### config.mk
export PLATFORM = sky130hd
export DESIGN_NAME = fifo_rd_drain
export DESIGN_NICKNAME = d
export VERILOG_FILES = /design/src/rtl/fifo_rd_drain.sv
export SDC_FILE = /design/constraint.sdc
export NUM_CORES = 1
export LEC_CHECK = 0
export ABC_AREA = 1
export CORE_MARGIN = 2
export CORE_UTILIZATION = 44
export CTS_CLUSTER_SIZE = 8
export DETAILED_ROUTE_END_ITERATION = 10
export GPL_ROUTABILITY_DRIVEN = 0
export MAX_ROUTING_LAYER = met4
export PLACE_DENSITY = 0.75
export REMOVE_ABC_BUFFERS = 1
export SLEW_MARGIN = 20
export SYNTH_ARGS = -nofsm -noshare
export SYNTH_HDL_FRONTEND = slang
export SYNTH_SLANG_ARGS = --single-unit
### constraint.sdc
create_clock -name clk -period 1.2 [get_ports clk]
set_input_delay 0.3 -clock clk [delete_from_list [all_inputs] [get_ports clk]]
set_output_delay 0.3 -clock clk [all_outputs]
set_load 0.03 [all_outputs]
### src/rtl/fifo_rd_drain.sv
// fifo_rd_drain: pops one byte at a time from the async FIFO read side and hands it to the UART TX,
// waiting for the transmitter's busy/idle handshake before popping the next byte.
module fifo_rd_drain #(
    parameter int DATA_WIDTH   = 8,
    parameter int BUSY_TIMEOUT = 15,
    parameter int CNT_WIDTH    = 16
) (
    input  logic                  clk,
    input  logic                  rst_n,
    input  logic                  tx_en,
    input  logic                  fifo_empty,
    input  logic [DATA_WIDTH-1:0] fifo_rdata,
    output logic                  fifo_rinc,
    input  logic                  tx_busy,
    output logic [DATA_WIDTH-1:0] tx_p_data,
    output logic                  tx_data_valid,
    output logic [CNT_WIDTH-1:0]  byte_cnt,
    output logic                  timeout_err
);
    localparam int TW = $clog2(BUSY_TIMEOUT + 1);

    typedef enum logic [2:0] {IDLE, POP, ARM, WAIT_BUSY, WAIT_DONE} state_t;

    state_t        state;
    logic [TW-1:0] timer;

    always_ff @(posedge clk or negedge rst_n) begin
        if (!rst_n) begin
            state         <= IDLE;
            timer         <= '0;
            fifo_rinc     <= 1'b0;
            tx_data_valid <= 1'b0;
            tx_p_data     <= '0;
            byte_cnt      <= '0;
            timeout_err   <= 1'b0;
        end else begin
            fifo_rinc     <= 1'b0;
            tx_data_valid <= 1'b0;
            case (state)
                // head word is captured here, so the pop in POP never races the data
                IDLE: if (tx_en && !fifo_empty && !tx_busy) begin
                    tx_p_data <= fifo_rdata;
                    fifo_rinc <= 1'b1;
                    state     <= POP;
                end
                POP: begin
                    tx_data_valid <= 1'b1;
                    state         <= ARM;
                end
                ARM: begin
                    timer <= '0;
                    state <= WAIT_BUSY;
                end
                WAIT_BUSY: if (tx_busy) begin
                    state <= WAIT_DONE;
                end else if (timer == TW'(BUSY_TIMEOUT - 1)) begin
                    timer         <= TW'(BUSY_TIMEOUT);
                    timeout_err   <= 1'b1;
                    tx_data_valid <= 1'b1;
                    state         <= ARM;
                end else begin
                    timer <= timer + 1'b1;
                end
                WAIT_DONE: if (!tx_busy) begin
                    byte_cnt <= byte_cnt + 1'b1;
                    state    <= IDLE;
                end
                default: state <= IDLE;
            endcase
        end
    end
endmodule

=== Word-level counts from Yosys, hierarchy flattened ===
Cells that the tools add are included.

* $add $sub $neg: 2
* Eq/ne operators: 9
* Muxes and demuxes: 13
* Bitwise operators: 1
* Reduce and logical (&&, ||, !) cells: 11

{| class="wikitable"
|+ Operators by type and width
! cell !! count
|-
| $add 16x1->16 const B || 1
|-
| $pmux 3 s5 || 1
|-
| $mux 3 || 4
|-
| $mux 4 || 2
|-
| $pmux 4 s2 || 1
|-
| $eq 3x2->1 const B || 2
|-
| $ne 2x2->1 const B || 3
|-
| $reduce_and 2->1 || 3
|-
| $reduce_and 3->1 || 2
|-
| $add 4x1->4 const B || 1
|-
| $eq 4x4->1 const B || 1
|-
| $mux 1 || 4
|-
| $eq 3x1->1 const B || 1
|-
| $eq 3x3->1 const B || 1
|-
| $logic_not 3->1 || 1
|-
| $ne 3x3->1 const B || 1
|-
| $logic_and 1x1->1 || 2
|-
| $logic_not 1->1 || 2
|-
| $pmux 1 s2 || 1
|-
| $reduce_bool 2->1 || 1
|-
| $not 1->1 || 1
|}

* Bits in registers: 34
* Output and inout bits: 27

=== Logic depth before layout (Yosys ltp) ===
Gate-level depths: netlist (run 1).

* Word-level depth: 5
* Gate-level depth with buffers: 9
* Gate-level depth less buffers: 9

=== Worst setup path before layout (run 1) ===
No wires, ideal clock.

* Path type: reg2reg
* From: register byte_cnt[0]
* To: register byte_cnt[14]
* Library setup time: 0.113 ns
* Arrival time: 1.360 ns
* Required time: 1.087 ns
* Setup slack: -0.273 ns
* Cell stages (with the launch flop): 9
* Period minus slack after synthesis: 1.473 ns
* Cell sequence: dfrtp_1 -> ha_1 -> nand3_1 -> nor2_1 -> nand2_4 -> nor2_4 -> nand3_1 -> nand2_1 -> inv_1

* Longest elaborated chain between the ends: 1

{| class="wikitable"
|+ RTL lines
! what !! line !! text
|-
| start, declared || 17 || <nowiki>output logic [CNT_WIDTH-1:0] byte_cnt,</nowiki>
|-
| start signal, assigned || 65 || <nowiki>byte_cnt <= byte_cnt + 1'b1;</nowiki>
|-
| $add 16x1->16 || 65 ||
|}

No other way between the ends.
A chain may end at the register's enable or synchronous reset.

=== Worst setup path after layout (run 1) ===
* From: register byte_cnt[2]
* To: register byte_cnt[15]

The elaborated chain is that of the path after synthesis.

==> results.yml, run 1 <==
outcome:
  status: "complete, but fails checks"
  violations: "negative setup slack"
grt:
  grt_pass1_vias: 1555
  grt_pass1_wl_um: 6690
  grt_start_max_net_pins: 35
  gr-total-overflow: 0
  gr-usage-all-layers_pct: 21.5
  antenna_found_initial: 0
power_and_ir_drop:
  intPower_mw: 2.97
  power_switching_share_pct: 39.0
  pwr-share-clk_pct: 17.3
  cellPowerDensity_nw_per_um2: 1700
  power_switching_mw: 1.90
  pwr-share-comb_pct: 48.2
  pwr-share-seq_pct: 34.5
  vdd_ir_drop_max_v: 0.00127
  leakagePower_nw: 1.49
floorplanning:
  core_area_um2: 3420
  dieHeight_um: 64.5
  io_pins: 40
  initial_core_util_pct: 47.2
  chipWidth_um: 64.5
  row_count: 21
  die_area_um2: 4160
timing:
  worstMarginPinSlew_ns: 0.263
  hold_viol: 0
  slew_headroom_pct: 82.5
  post-route-period-util_pct: 116
  setup_viol: 33
  finalClockSkew_ns: 0.00646
  rsz0062_at_grt: "yes"
  worst_slack_ns: -0.189
  fin_hold_ws_ns: 0.324
  drv_slew: 0
  setup_tns_ns: -2.56
  clock.fmax_mhz: 720
  finalCriticalPeriod_ns: 1.39
yosys:
  synthesis.area_um2: 1610
  synth_top_area_share_pct: 52.8
  synth-async-reset-ratio_pct: 100
  ys_seq_area_share_pct: 52.8
  synth-seq-cells: 34
  synthFlopType: "dfrtp_1"
  ys_top_cells_by_count: "70 x nand2_1, 34 x dfrtp_1, 22 x inv_1"
  yosys-top-cells-area: "dfrtp_1 53%, nand2_1 16%, inv_1 5.1%"
  post-synth-top-count-cell: "nand2_1"
  synth_edf_count: 0
  postSynthCellCount: 191
  synth_cell_types: 22
  avgSynthCellArea_um2: 8.44
  yosys_warnings: 0
  synth_area_leader_cell: "dfrtp_1"
cts:
  cts_tree: "yes"
  cts_max_path_buffers: 2
  root_buffer: "clkbuf_4"
  numCtsBuffers: 5
  clk_pin_slew_worst_paths_ns: 0.11
  cts_hold_buf: 0
  clk_latency_ns: 0.35
  clkSinkCount: 34
  htreeDepth: 2
critical_path:
  reg2reg_slack_ns: -0.19
  rr_worst_depth: 8
  cp_max_fo: 4
  worstSetupStartpointType: "flop"
  setup.worst_path.class: "reg -> reg"
  arrival_ns: 1.64
  r2r-start: "byte_cnt[2]$_DFFE_PN0P_"
  crit_required_ns: 1.45
  critPathCaptureType: "flop"
  r2r-end: "byte_cnt[15]$_DFFE_PN0P_"
cells_and_area:
  multiInputGateArea_um2: 901
  fillers: 198
  finalInstanceArea_um2: 2870
  drive_gt1_share_pct: 49.1
  finish.net_count: 306
  seq_area_um2: 857
  diodes: 0
  area_growth_pct: 78.0
route:
  drt_wl_total_um: 4720
  drc: 0
  drt-initial-drc-count: 65
  viasPerCell: 4.98
  dr.pass1.iters: 4
  drtAntennaViolNets: 0
  post_drt_wl_per_cell_um: 14.0
  route.vias.total: 1679
place:
  placed_area_um2: 2160
  io_buffers: 39
  pre_cts_ws_ns: -0.458
  hpwlAfterDp_um: 2510
worst_hold_path:
  hold_path.class: "in -> async"
run:
  max-cap-violations: 0
[layer usage]
metal | global-route usage, % | vias up | wire (um)
li1 | - | 787 | -
met1 | 24.9 | 838 | 1810
met2 | 36.7 | 43 | 2640
met3 | 4.69 | 11 | 189
met4 | 7.98 | 0 | 76
met5 | - | - | 0
[layout by cell type (no fill, tap or decap), drive strengths merged, types with 4 or more instances in the layout]
master / n
inv: 22
nand2: 72
clkbuf: 5
clkdlybuf4s50: 10
nor2: 19
buf: 79
xnor2: 6
dfrtp: 34
xor2: 7
nand3: 15
o21ai: 4
[how the worst max path moves through the flow]
stage,to,cells past startpoint,from
final,byte_cnt[15]$_DFFE_PN0P_,8,byte_cnt[2]$_DFFE_PN0P_
after global routing,byte_cnt[13]$_DFFE_PN0P_,8,byte_cnt[2]$_DFFE_PN0P_
after CTS,byte_cnt[14]$_DFFE_PN0P_,8,byte_cnt[1]$_DFFE_PN0P_
after detailed placement,tx_p_data[0]$_DFFE_PN0P_,6,tx_busy
after global placement,tx_p_data[2]$_DFFE_PN0P_,6,tx_busy
after floorplan,byte_cnt[14]$_DFFE_PN0P_,8,byte_cnt[0]$_DFFE_PN0P_
[worst max-delay path: stages (launching register included)]
cell     delay (ns)
dfrtp_1        0.40
buf_6          0.12
nand2_1        0.08
nor2_4         0.21
nand2_2        0.09
nor2_4         0.13
nand4_1        0.11
nand2_1        0.10
inv_1          0.04
[power groups by stage]
stage	registers [mW]	clock network, mW	logic (mW)
4_1_cts	1.60	0.849	1.90
3_3_place_gp	1.59	0	1.48
6_report	1.68	0.843	2.34
2_1_floorplan	1.91	0	0.477
3_5_place_dp	1.59	0	1.53
5_1_grt	1.70	0.901	2.50
[through the flow]
step	total power, mW	util, %	std cells
2_1_floorplan	2.39	-	191
3_3_place_gp	3.07	63.3	297
3_5_place_dp	3.12	63.3	297
4_1_cts	4.36	75.9	327
5_1_grt	5.10	84.0	337
6_report	4.86	84.0	337
[cell families (layout without fill, tap and decap cells)]
logic type,after synthesis,after routing,share of synthesized area (%)
compound gates,6,6,1.94
xor+xnor,13,13,7.07
fa+ha+maj,3,3,2.33
buf+inv,23,123,5.36
flops,34,34,52.8
simple gates,112,112,30.5
[final cells by class]
type,count,area share [%]
clock buffers,5,1.31
clock inverters,3,1.40
inverters,23,3.31
multi-input cells,134,31.4
flip-flops and latches,34,29.9
well taps,46,2.01
repair buffers,91,30.4
repair inverters,1,0.262
[timing repair]
item                       in CTS  in global routing
setup endpoints to repair      50                 59
gates resized for setup        56                 58
hold endpoints to repair        0                  0
buffers inserted               22                 10
pin swaps                      10                 18
cloned                          0                  1
[sequential cells by signal, summed over array words and instances, names as in the netlist]
name and flops:
byte_cnt 16, fifo_rinc 1, state 3, timeout_err 1
timer 4, tx_data_valid 1, tx_p_data 8
Power figures use the tool's default switching activity.
==> run 2: changes to the inputs <==
Settings changed: PLACE_DENSITY 0.75 to 0.79, RECOVER_POWER set to 25.
==> run 2 against run 1 <==
Against the previous run:
- the run still ends with negative setup slack left
- hold slack better by 0.13 ns
- combinational power fell by 3%
- worst setup slack improved by 0.013 ns
- largest cell class unchanged
- largest power group unchanged
==> results.yml, run 2 (synthesis gave the netlist of run 1 again) <==
route:
  wl_met1_um: 1820
  drc: 0
  route.vias.total: 1682
  post_drt_wl_per_cell_um: 15.0
  viasPerCell: 5.01
  routed-wl-met3_um: 221
  dr.pass1.iters: 4
  wl_met2_um: 2810
  drt-initial-drc-count: 121
  top_layer: "met4"
  drtAntennaViolNets: 0
  drt_wl_total_um: 5050
timing:
  hold_viol: 0
  post-route-period-util_pct: 115
  finalClockSkew_ns: 0.0133
  fin_hold_ws_ns: 0.450
  worst_slack_ns: -0.176
  rsz0062_at_grt: "yes"
  clock.fmax_mhz: 726
  drv_slew: 0
  worstMarginPinSlew_ns: 0.761
  setup_tns_ns: -2.00
  finalCriticalPeriod_ns: 1.38
  setup_viol: 31
  slew_headroom_pct: 49.3
run:
  max-cap-violations: 0
critical_path:
  setup.worst_path.class: "reg -> reg"
  arrival_ns: 1.67
  reg2reg_slack_ns: -0.18
  cp_max_fo: 3
  critPathCaptureType: "flop"
  worstSetupStartpointType: "flop"
  crit_required_ns: 1.49
power_and_ir_drop:
  leakagePower_nw: 1.52
  cellPowerDensity_nw_per_um2: 1590
  vdd_ir_drop_max_v: 0.00132
  finalPower_mw: 4.64
grt:
  grt_pass1_vias: 1645
  grt_pass1_wl_um: 7200
  grt_start_max_net_pins: 35
  gr-total-overflow: 0
  antenna_found_initial: 0
  gr-usage-all-layers_pct: 23.0
floorplanning:
  chipWidth_um: 64.5
  die_area_um2: 4160
  io_pins: 40
  core_area_um2: 3420
  row_count: 21
  dieHeight_um: 64.5
  initial_core_util_pct: 47.2
place:
  hpwlAfterDp_um: 2540
  io_buffers: 39
  placed_area_um2: 2150
  dp.cells: 295
  pre_cts_ws_ns: -0.427
cells_and_area:
  final_cells: 336
  finish.net_count: 305
  regMostFlops: "byte_cnt"
  top_regs: "byte_cnt x16, tx_p_data x8, timer x4"
  finalInstanceArea_um2: 2920
  final_cell_mix: "54 x nand2_1, 45 x buf_6, 32 x buf_4"
  fillers: 164
  drive_gt1_share_pct: 52.8
  diodes: 0
  postLayoutCoreUtil_pct: 85.5
  area_growth_pct: 81.1
  largest_reg_flops: 16
  final_common_cell: "nand2_1"
cts:
  clk_pin_slew_worst_paths_ns: 0.11
  cts_max_path_buffers: 2
  cts_tree: "yes"
  clk_latency_ns: 0.34
  htreeDepth: 2
  cts_hold_buf: 0
  root_buffer: "clkbuf_4"
  numCtsBuffers: 5
  clkSinkCount: 34
outcome:
  status: "complete, but fails checks"
  violations: "negative setup slack"
worst_hold_path:
  hold_path.class: "in -> reg"
## run 2: changes by cell type in the layout (fill, tap and decap cells not counted), moves of 2 or more
cell	before	now
nand2_4	5	7
dfrtp_1	29	26
nand2_1	58	54
buf_4	39	32
buf_6	39	45
inv_4	0	2
dfrtp_2	5	8
nand2_2	9	11
## run 2: critical path, stage by stage (launching register included)
cell	delay, ns
dfrtp_1	0.46
ha_4	0.19
nand3_4	0.08
nor2_4	0.12
nand2_4	0.08
nor2_4	0.14
nand2_1	0.08
nand2_1	0.08
nand2_1	0.06
inv_1	0.04
## run 2: final timing paths
kind | from | end | cells after the start
worst min-delay path | fifo_empty | state[0]$_DFFE_PN0P_ | 4
worst max-delay path | byte_cnt[0]$_DFFE_PN0P_ | byte_cnt[14]$_DFFE_PN0P_ | 9
max in group asynchronous | rst_n | state[2]$_DFFE_PN0P_ | 2
min in group asynchronous | rst_n | byte_cnt[4]$_DFFE_PN0P_ | 2
worst max register to register | byte_cnt[0]$_DFFE_PN0P_ | byte_cnt[14]$_DFFE_PN0P_ | 9
worst min register to register | timeout_err$_DFFE_PN0P_ | timeout_err$_DFFE_PN0P_ | 2
## run 2: final cells by class
class	count	area, um2	area share [%]
clock buffers	7	55.1	1.89
flip-flops and latches	34	861	29.5
repair inverters	1	5.00	0.171
clock inverters	1	5.00	0.171
multi-input cells	134	965	33.0
inverters	23	95.1	3.26
repair buffers	90	876	30.0
well taps	46	57.6	1.97
## run 2: what timing repair did
action / CTS / global route
setup endpoints to repair: 50 / 57
resized for setup: 63 / 74
endpoints found under the hold margin: 0 / 0
setup buffers: 20 / 14
pin swaps: 9 / 28
cloned: 0 / 1
## run 2: per-layer routing
metal / vias to the layer above / track usage, %
met1: 812 / 25.5
met3: 21 / 4.51
met5: - / -
li1: 788 / -
met4: 0 / 5.32
met2: 61 / 42.7
## run 2: report_power, final
part | switching, mW | internal (mW)
Combinational | 1.19 | 1.07
Sequential | 0.289 | 1.40
Clock | 0.400 | 0.284
Total | 1.88 | 2.76
